File: config.mk
export PLATFORM = sky130hd
export DESIGN_NAME = uart_tx_periph
export DESIGN_NICKNAME = d
export VERILOG_FILES = /design/src/rtl/uart_tx_pkg.sv /design/src/rtl/uart_tx_fifo.sv /design/src/rtl/uart_tx_periph.sv
export SDC_FILE = /design/constraint.sdc
export NUM_CORES = 1
export LEC_CHECK = 0
export CELL_PAD_IN_SITES_DETAIL_PLACEMENT = 1
export CELL_PAD_IN_SITES_GLOBAL_PLACEMENT = 2
export CORE_MARGIN = 2
export CORE_UTILIZATION = 44
export CTS_BUF_LIST = sky130_fd_sc_hd__clkbuf_8 sky130_fd_sc_hd__clkbuf_16
export DETAILED_ROUTE_END_ITERATION = 16
export GPL_ROUTABILITY_DRIVEN = 0
export PLACE_DENSITY = 0.9
export SLEW_MARGIN = 20
export SYNTH_ARGS = -nofsm -noshare
export SYNTH_HDL_FRONTEND = slang
export SYNTH_SLANG_ARGS = --single-unit
File: constraint.sdc
create_clock -name clk_i -period 8.57 [get_ports clk_i]
set_clock_uncertainty 0.05 [all_clocks]
set_input_delay 1.2855 -clock clk_i [delete_from_list [all_inputs] [get_ports clk_i]]
set_output_delay 1.2855 -clock clk_i [all_outputs]
set_load 0.03 [all_outputs]
File: src/rtl/uart_tx_pkg.sv
// uart_tx_pkg: register offsets, CTRL bit indices and FSM encoding for uart_tx_periph
package uart_tx_pkg;
    localparam logic [1:0] ADDR_DATA = 2'd0;
    localparam logic [1:0] ADDR_DIV  = 2'd1;
    localparam logic [1:0] ADDR_CTRL = 2'd2;
    localparam logic [1:0] ADDR_STAT = 2'd3;
    localparam int CTRL_ENABLE = 0;
    localparam int CTRL_IRQ_EN = 1;
    localparam int CTRL_PAR_EN = 2;
    localparam int CTRL_CLR    = 7;
    typedef enum logic [2:0] {ST_IDLE, ST_START, ST_DATA, ST_PARITY, ST_STOP} state_t;
endpackage

File: src/rtl/uart_tx_fifo.sv
// uart_tx_fifo: byte FIFO with clear, saturating count and sticky overflow
module uart_tx_fifo #(
    parameter int DEPTH = 4
) (
    input  logic                     clk_i,
    input  logic                     rst_n_i,
    input  logic                     push_i,
    input  logic                     pop_i,
    input  logic                     clr_i,
    input  logic [7:0]               data_i,
    output logic [7:0]               data_o,
    output logic                     full_o,
    output logic                     empty_o,
    output logic                     overflow_o,
    output logic [$clog2(DEPTH):0]   count_o
);
    localparam int AW = $clog2(DEPTH);
    localparam int CW = AW + 1;
    logic [7:0]    mem_q [DEPTH];
    logic [AW-1:0] wptr_q, wptr_d, rptr_q, rptr_d;
    logic [CW-1:0] count_q, count_d;
    logic          ovf_q, ovf_d, do_push, do_pop;
    assign empty_o    = count_q == '0;
    assign full_o     = count_q == CW'(DEPTH);
    assign do_pop     = pop_i & ~empty_o;
    // a push into a full FIFO still lands when the head leaves on the same edge
    assign do_push    = push_i & (~full_o | do_pop);
    assign data_o     = mem_q[rptr_q];
    assign overflow_o = ovf_q;
    assign count_o    = count_q;
    always_comb begin
        wptr_d  = clr_i ? '0 : wptr_q + AW'(do_push);
        rptr_d  = clr_i ? '0 : rptr_q + AW'(do_pop);
        count_d = clr_i ? '0 : count_q + CW'(do_push) - CW'(do_pop);
        ovf_d   = ~clr_i & (ovf_q | (push_i & ~do_push));
    end
    always_ff @(posedge clk_i) begin
        if (do_push) mem_q[wptr_q] <= data_i;
    end
    always_ff @(posedge clk_i or negedge rst_n_i) begin
        if (!rst_n_i) begin
            wptr_q  <= '0;
            rptr_q  <= '0;
            count_q <= '0;
            ovf_q   <= 1'b0;
        end else begin
            wptr_q  <= wptr_d;
            rptr_q  <= rptr_d;
            count_q <= count_d;
            ovf_q   <= ovf_d;
        end
    end
endmodule

File: src/rtl/uart_tx_periph.sv
// uart_tx_periph: memory-mapped 8N1 UART transmitter with FIFO, divisor and IRQ
// Optional even-parity bit (CTRL bit2) when UART_TX_PARITY_EN is defined.
module uart_tx_periph
    import uart_tx_pkg::*;
#(
    parameter int         FIFO_DEPTH = 4,
    parameter logic [7:0] DIV_RESET  = 8'd3
) (
    input  logic       clk_i,
    input  logic       rst_n_i,
    input  logic       cs_i,
    input  logic       write_en_i,
    input  logic [1:0] addr_lsb_i,
    input  logic [7:0] data_in_i,
    output logic [7:0] rd_data_o,
    output logic       uart_tx_o,
    output logic       busy_o,
    output logic       irq_o
);
`ifdef UART_TX_PARITY_EN
    localparam logic PAR_IMPL = 1'b1;
`else
    localparam logic PAR_IMPL = 1'b0;
`endif
    state_t     state_q, state_d;
    logic [7:0] div_q, div_d, sdiv_q, sdiv_d, cnt_q, cnt_d, shift_q, shift_d, head;
    logic [2:0] ctrl_q, ctrl_d, bit_q, bit_d;
    logic       par_en_q, par_en_d, par_bit_q, par_bit_d;
    logic       wr, push, pop, clr, tick, full, empty, ovf;
    logic [$clog2(FIFO_DEPTH):0] count;
    assign wr    = cs_i & write_en_i;
    assign push  = wr && addr_lsb_i == ADDR_DATA;
    assign clr   = wr && addr_lsb_i == ADDR_CTRL && data_in_i[CTRL_CLR];
    assign pop   = state_q == ST_IDLE && ctrl_q[CTRL_ENABLE] && !empty;
    assign tick  = cnt_q == 8'd0;
    assign busy_o = state_q != ST_IDLE || !empty;
    assign irq_o  = empty & ctrl_q[CTRL_IRQ_EN] & ctrl_q[CTRL_ENABLE];
    uart_tx_fifo #(.DEPTH(FIFO_DEPTH)) u_fifo (
        .clk_i(clk_i), .rst_n_i(rst_n_i), .push_i(push), .pop_i(pop), .clr_i(clr),
        .data_i(data_in_i), .data_o(head), .full_o(full), .empty_o(empty),
        .overflow_o(ovf), .count_o(count)
    );
    always_comb begin
        div_d     = (wr && addr_lsb_i == ADDR_DIV) ? data_in_i : div_q;
        ctrl_d    = (wr && addr_lsb_i == ADDR_CTRL) ? data_in_i[2:0] & {PAR_IMPL, 2'b11} : ctrl_q;
        rd_data_o = addr_lsb_i == ADDR_DIV  ? div_q :
                    addr_lsb_i == ADDR_CTRL ? {5'b0, ctrl_q} :
                    addr_lsb_i == ADDR_STAT ? {1'b0, 3'(count), ovf, empty, full, busy_o} : 8'h00;
    end
    // divisor and parity mode are frozen per frame in the shadow registers
    always_comb begin
        state_d   = state_q;
        sdiv_d    = sdiv_q;
        cnt_d     = tick ? sdiv_q : cnt_q - 8'd1;
        shift_d   = shift_q;
        bit_d     = bit_q;
        par_en_d  = par_en_q;
        par_bit_d = par_bit_q;
        case (state_q)
            ST_IDLE: begin
                cnt_d = cnt_q;
                if (pop) begin
                    state_d   = ST_START;
                    sdiv_d    = div_q;
                    cnt_d     = div_q;
                    shift_d   = head;
                    bit_d     = 3'd0;
                    par_en_d  = ctrl_q[CTRL_PAR_EN];
                    par_bit_d = ^head;
                end
            end
            ST_START:  if (tick) state_d = ST_DATA;
            ST_DATA: begin
                if (tick) begin
                    shift_d = shift_q >> 1;
                    bit_d   = bit_q + 3'd1;
                    if (bit_q == 3'd7) state_d = par_en_q ? ST_PARITY : ST_STOP;
                end
            end
            ST_PARITY: if (tick) state_d = ST_STOP;
            ST_STOP:   if (tick) state_d = ST_IDLE;
            default:   state_d = ST_IDLE;
        endcase
    end
    always_comb begin
        uart_tx_o = state_q == ST_START  ? 1'b0 :
                    state_q == ST_DATA   ? shift_q[0] :
                    state_q == ST_PARITY ? par_bit_q : 1'b1;
    end
    always_ff @(posedge clk_i or negedge rst_n_i) begin
        if (!rst_n_i) begin
            state_q   <= ST_IDLE;
            div_q     <= DIV_RESET;
            ctrl_q    <= '0;
            sdiv_q    <= '0;
            cnt_q     <= '0;
            shift_q   <= '0;
            bit_q     <= '0;
            par_en_q  <= 1'b0;
            par_bit_q <= 1'b0;
        end else begin
            state_q   <= state_d;
            div_q     <= div_d;
            ctrl_q    <= ctrl_d;
            sdiv_q    <= sdiv_d;
            cnt_q     <= cnt_d;
            shift_q   <= shift_d;
            bit_q     <= bit_d;
            par_en_q  <= par_en_d;
            par_bit_q <= par_bit_d;
        end
    end
endmodule

# [Word level (Yosys, flattened, before mapping)]
# Memory sizes are Yosys's and may differ from the RTL's.
# Cells that the tools add are included.
[totals] latch_bits=0 ramBits=32 in_bits=14 word_cells=92 register_bits=49 mem_bits_ro=0 memories=1
[op_classes] add_sub_neg=6 eq_ne=15 n_lt_le_gt_ge=0 n_reduce_logical=18 shifts=0 multipliers=0 n_bitwise=13 div=0 mux=27
[memory_table] memory="u_fifo.mem_q" depth=4 word_bits=8 rd=1 rd_clocked_by_memory_dff=0 write_ports=1 line_no="uart_tx_fifo.sv:19" rtl="logic [7:0] mem_q [DEPTH];"
[op_table] op="8-bit 2-to-1 mux" n=6
[op_table] op="3-bit 2-to-1 mux" n=9
[op_table] op="8-bit case mux with 2 select lines" n=1
[op_table] op="3-bit case mux with 5 select lines" n=1
[op_table] op="7-bit 2-to-1 mux" n=2
[op_table] op="2-bit inequality test (second input constant)" n=5
[op_table] op="3-bit == test (second input constant)" n=3
[op_table] op="8-bit logical NOT" n=1
[op_table] op="8-bit XOR reduction" n=1
[op_table] op="8-bit by 1-bit subtractor with 8-bit output (second input constant)" n=1
[op_table] op="1-bit AND" n=7
[op_table] op="3-bit by 2-bit == test with 1-bit output (second input constant)" n=2
[op_table] op="1-bit logical AND" n=6
[op_table] op="3-bit logical NOT" n=2
[op_table] op="3-bit case mux with 2 select lines" n=1
[op_table] op="6-bit AND reduction" n=1
[op_table] op="1-bit 2-to-1 mux" n=5
[op_table] op="2-bit by 1-bit adder with 2-bit output" n=2
[op_table] op="2-bit == test (second input constant)" n=2
[op_table] op="2-bit 2-to-1 mux" n=2
[op_table] op="1-bit inverter" n=4
[op_table] op="3-bit by 1-bit adder with 3-bit output" n=1
[op_table] op="3-bit by 1-bit adder with 3-bit output (second input constant)" n=1
[op_table] op="3-bit by 1-bit == test with 1-bit output (second input constant)" n=1
[op_table] op="11 further kinds" n=12

# [Longest topological paths before layout]
[depth] ltp_word=10 mapped_depth=14

# [Modules after synthesis]
# Synthesis repeated with hierarchy kept, for this count alone.
[hier_totals] hier_cells=320 area_unflattened_um2=3952.5
[modules_own_cells] mod="uart_tx_periph" n_inst=1 area_per_inst_um2=2362.3 cells_each=237
[modules_own_cells] mod="uart_tx_fifo" n_inst=1 area_per_inst_um2=1590.3 cells_each=83

# [Least setup slack after synthesis]
# No wires, ideal clock.
[synth_timing] path_kind="input to output" start="input port addr_lsb_i[1]" end="output port rd_data_o[2]" slack_ns=5.041 required_ns=7.235 n_path_buf=1 arrival_time_ns=2.194 stages=3 path_cell_list="buf_1 > mux2i_1 > nor2b_1"
[synth_via] elab_chain_cells=4
[synth_lines] element="start, declared" line_no="uart_tx_periph.sv:13" rtl="input logic [1:0] addr_lsb_i,"
[synth_lines] element="2-bit == test" line_no="uart_tx_periph.sv:48" rtl="addr_lsb_i == ADDR_STAT ? {1'b0, 3'(count), ovf, empty, full, busy_o} : 8'h00;"
[synth_lines] element="7-bit 2-to-1 mux" line_no="uart_tx_periph.sv:48"
[synth_lines] element="7-bit 2-to-1 mux" line_no="uart_tx_periph.sv:47" rtl="addr_lsb_i == ADDR_CTRL ? {5'b0, ctrl_q} :"
[synth_lines] element="8-bit 2-to-1 mux (*)" line_no="uart_tx_periph.sv:46" rtl="rd_data_o = addr_lsb_i == ADDR_DIV ? div_q :"
[synth_lines] element="end, declared" line_no="uart_tx_periph.sv:15" rtl="output logic [7:0] rd_data_o,"
# Every way passes the cells marked *; elsewhere a longest branch is shown, timed or not.

# [Worst setup path in the final report]
[layout_timing] start="input port addr_lsb_i[1]" end="output port rd_data_o[0]"
# The elaborated chain is that of the path after synthesis.

==> summary.md <==
| Metric | Value |
|---|---|
| Worst R2R Setup Slack | 5.30 ns |
| NetSw | 541 µW |
| Maximum VDD drop | 0.000168 V |
| Hold worst-path end | sdiv_q[5] |
| Hold-critical path depth | 2 |
| Worst Tran Pin Value | 0.782 ns |
| Die Y | 97.4 µm |
| Clock root buffer | clkbuf_8 |
| Yosys top cell area share | 0.306 |
| Drt wl/cell | 18.3 µm |
| FILL cells | 910 |
| Rows | 34 |
| Largest cells by area after synthesis | dfrtp_1 31%, edfxtp_1 25%, mux4_2 4.7% |
| Largest net degree at the start of global routing | 50 |
| Global Route Usage Sum | 0.190 |
| Worst-Skew Late Latency | 0.37 ns |
| Cells after Synth | 314 |
| Core ar. | 8590 µm² |
| Detailed Routing Iterations Pass 1 | 4 |
| NumNets Final | 363 |
| Post-synthesis sequential area ratio | 0.571 |
| Synth Area per Inst | 12.2 µm² |
| Global route overflow | 0 |
| Post-route ant nets | 0 |
| Critical Path End Type | output pin |
| Largest area contributor in the netlist | dfrtp_1 |
| Critical path data arrival time | 3.24 ns |
| WP buf/inv | 2 |
| Boundary pin count | 25 |
| Setup WS pre-CTS | 4.02 ns |
| Synth Register Bits | 81 |
| Worst path top cell family by delay | buffers and inverters |
| Pins Over Slew Limit | 0 |
| Worst setup margin | 4.00 ns |
| DR vias/cell | 5.54 |
| Syn Nets | 337 |
| Number of remaining DRC errors | 0 |
| Clk pwr share | 0.221 |
| Number of synthesized flops with an enable pin | 32 |
| First-pass GRT wire length | 14.1 mm |
| Fmax | 0.219 GHz |
| Total CTS buffers | 9 |
| Share of power burned in registers | 0.422 |
| Synth Flop Type | dfrtp_1 |
| Ant. Diodes | 0 |
| Die Wd | 97.4 µm |
| Crit path kind | in -> out |
| Leak | 0.00175 µW |
| Final Hold Vio Count | 0 |
| Initial core utilization | 0.447 |
| Crit Path Max Fanout | 13 |
| Crit-path slowest cell | clkdlybuf4s50_1 |
| Max-cap violations | 0 |
| WL final | 8.27 mm |
| Worst min path class | reg -> reg |
| Path depth of the worst reg2reg path | 11 |
| Outcome | finished clean |
| Reg2reg end | u_fifo.count_o[2] |
| Clk slew on worst S/H paths | 0.09 ns |
| Hpwl dp | 5.71 mm |
| Final setup viols | 0 |
| Yosys warns | 0 |
| DIE AREA | 9480 µm² |
| Iteration-0 DRC count of the detailed router | 70 |
| Combinational share of power | 0.356 |
| IO Port Bufs | 24 |
| Synth unique cells | 50 |
| Vias | 2510 |
| Post-CTS Setup Bufs | 0 |
| Dpl cells | 437 |
| Worst endpoint required time | 7.23 ns |
| Clock Sinks | 81 |
| Worst path depth | 4 |
| Asr flop ratio synth | 0.605 |
| Vias in the first global route | 2700 |
| Switch share | 0.369 |
| Pwr dens | 335 nW/µm² |
| RSZ-0062 raised after global routing | no |
| Cts repair resizes | 0 |
| Post-Syn Area | 3840 µm² |
| Fraction of layout cells with a size suffix above 1 | 0.145 |
| Final critical-path required period | 4.57 ns |
| H-tree Lvls | 3 |
| Post-Layout Cell Count | 453 |
| Slew headroom | 0.476 |
| CTS tree | yes |
| Hold path startpoint | sdiv_q[5] |
| CP peak stage delay | 0.81 ns |
| CP Cell Sequence | clkdlybuf4s50_1 -> nor2b_1 -> a22o_1 -> clkdlybuf4s50_1 |
| Critical Path Start Type | input pin |
| Setup TNS | 0 ns |
| Crit path top cell by count | clkdlybuf4s50_1 |
| Internal | 925 µW |
| Clk buf depth | 2 |
| Initial antenna violation count | 0 |
| Crit Reg-Reg Startpoint | u_fifo.count_o[0] |
| Hold buffer count at cts | 0 |
| Tcrit/Tclk final | 0.534 |
| Layout area overhead | 14.0% |
## tightest hold or removal path: stages (launching register included)
cell,delay (ns)
dfrtp_1,0.35
nand2_1,0.05
nand2_1,0.05
## cell usage after synthesis (2+ instances only)
cell type / count
nor3b_1: 2
and3_1: 2
mux2_2: 13
buf_2: 2
a22o_1: 2
nand3_1: 5
nor3_1: 5
ha_1: 8
mux4_2: 8
dfstp_2: 2
and3b_1: 2
o21ai_1: 4
nand2_1: 40
o21ai_0: 13
mux2i_1: 14
xnor2_1: 13
buf_6: 4
clkbuf_1: 2
inv_1: 11
o211ai_1: 2
nand2b_1: 4
nor2b_1: 11
nor2_1: 23
buf_4: 2
dfrtp_1: 47
a311o_1: 2
a21oi_1: 17
edfxtp_1: 32
## kinds of logic after synthesis
| kind of cell | count (synthesis) | synth area share |
|---|---|---|
| AO/OA/AOI/OAI | 49 | 0.0815 |
| adder cells (fa/ha/maj) | 9 | 0.0313 |
| buffers and inverters | 24 | 0.0349 |
| XOR/XNOR | 14 | 0.0320 |
| flip-flops | 81 | 0.571 |
| multiplexers | 35 | 0.122 |
| AND/OR/NAND/NOR | 102 | 0.128 |
## cells in the final DEF, fill, tap and decap left out, types with 5 or more instances in the layout
cell type        count
a21oi_1             17
clkbuf_8             9
clkdlybuf4s50_1     23
dfrtp_1             47
edfxtp_1            32
ha_1                 8
inv_1               11
mux2_2              13
mux2i_1             14
mux4_2               8
nand2_1             40
nand3_1              5
nor2_1              23
nor2b_1             11
nor3_1               5
o21ai_0             13
xnor2_1             13
## metrics by stage
stage                     hold WS (ns)  utilization  instance area (µm²)  power [µW]
after CTS                        0.434        0.509                 4370        1480
after floorplan                  0.387            -                 3840        1010
final                            0.427        0.509                 4370        1470
after global routing             0.469        0.509                 4370        1570
after detailed placement         0.413        0.482                 4140        1150
after global placement           0.404        0.482                 4140        1120
## power groups by stage
stage	Combinational (µW)	Clock, µW	Sequential [µW]
2_1_floorplan	442	0	572
3_3_place_gp	503	0	621
3_5_place_dp	526	0	627
4_1_cts	532	329	620
5_1_grt	586	344	636
6_report	522	325	619
## metal layers
layer | GRT usage | routed length [µm] | share of wire | vias up
li1 | - | - | - | 1165
met3 | 0.0403 | 267 | 0.032 | 12
met5 | 0 | 0 | 0 | -
met4 | 0.0577 | 116 | 0.014 | 0
met2 | 0.321 | 4130 | 0.50 | 42
met1 | 0.247 | 3750 | 0.45 | 1291
## final cells by class
class | instances | area, µm² | area share
Sequential cell | 81 | 2190 | 0.501
Tap cell | 108 | 135 | 0.0309
Inverter | 12 | 47.5 | 0.0109
Clock inverter | 7 | 106 | 0.0243
Clock buffer | 9 | 124 | 0.0283
Multi-Input combinational cell | 209 | 1510 | 0.346
Timing Repair Buffer | 27 | 258 | 0.0589
## flip-flops by register name, indices dropped and copies added, names as in the netlist, 3 cells and up
register        count
u_fifo.mem_q       32
cnt_q               8
div_q               8
sdiv_q              8
shift_q             8
bit_q               3
state_q             3
u_fifo.count_o      3
## worst max-delay path by stage
| stage | end | start |
|---|---|---|
| 2_1_floorplan | rd_data_o[2] | addr_lsb_i[1] |
| 3_3_place_gp | rd_data_o[0] | addr_lsb_i[1] |
| 3_5_place_dp | rd_data_o[0] | addr_lsb_i[1] |
| 4_1_cts | rd_data_o[0] | addr_lsb_i[1] |
| 5_1_grt | rd_data_o[0] | addr_lsb_i[1] |
| 6_report | rd_data_o[0] | addr_lsb_i[1] |
Power figures use the tool's default switching activity.
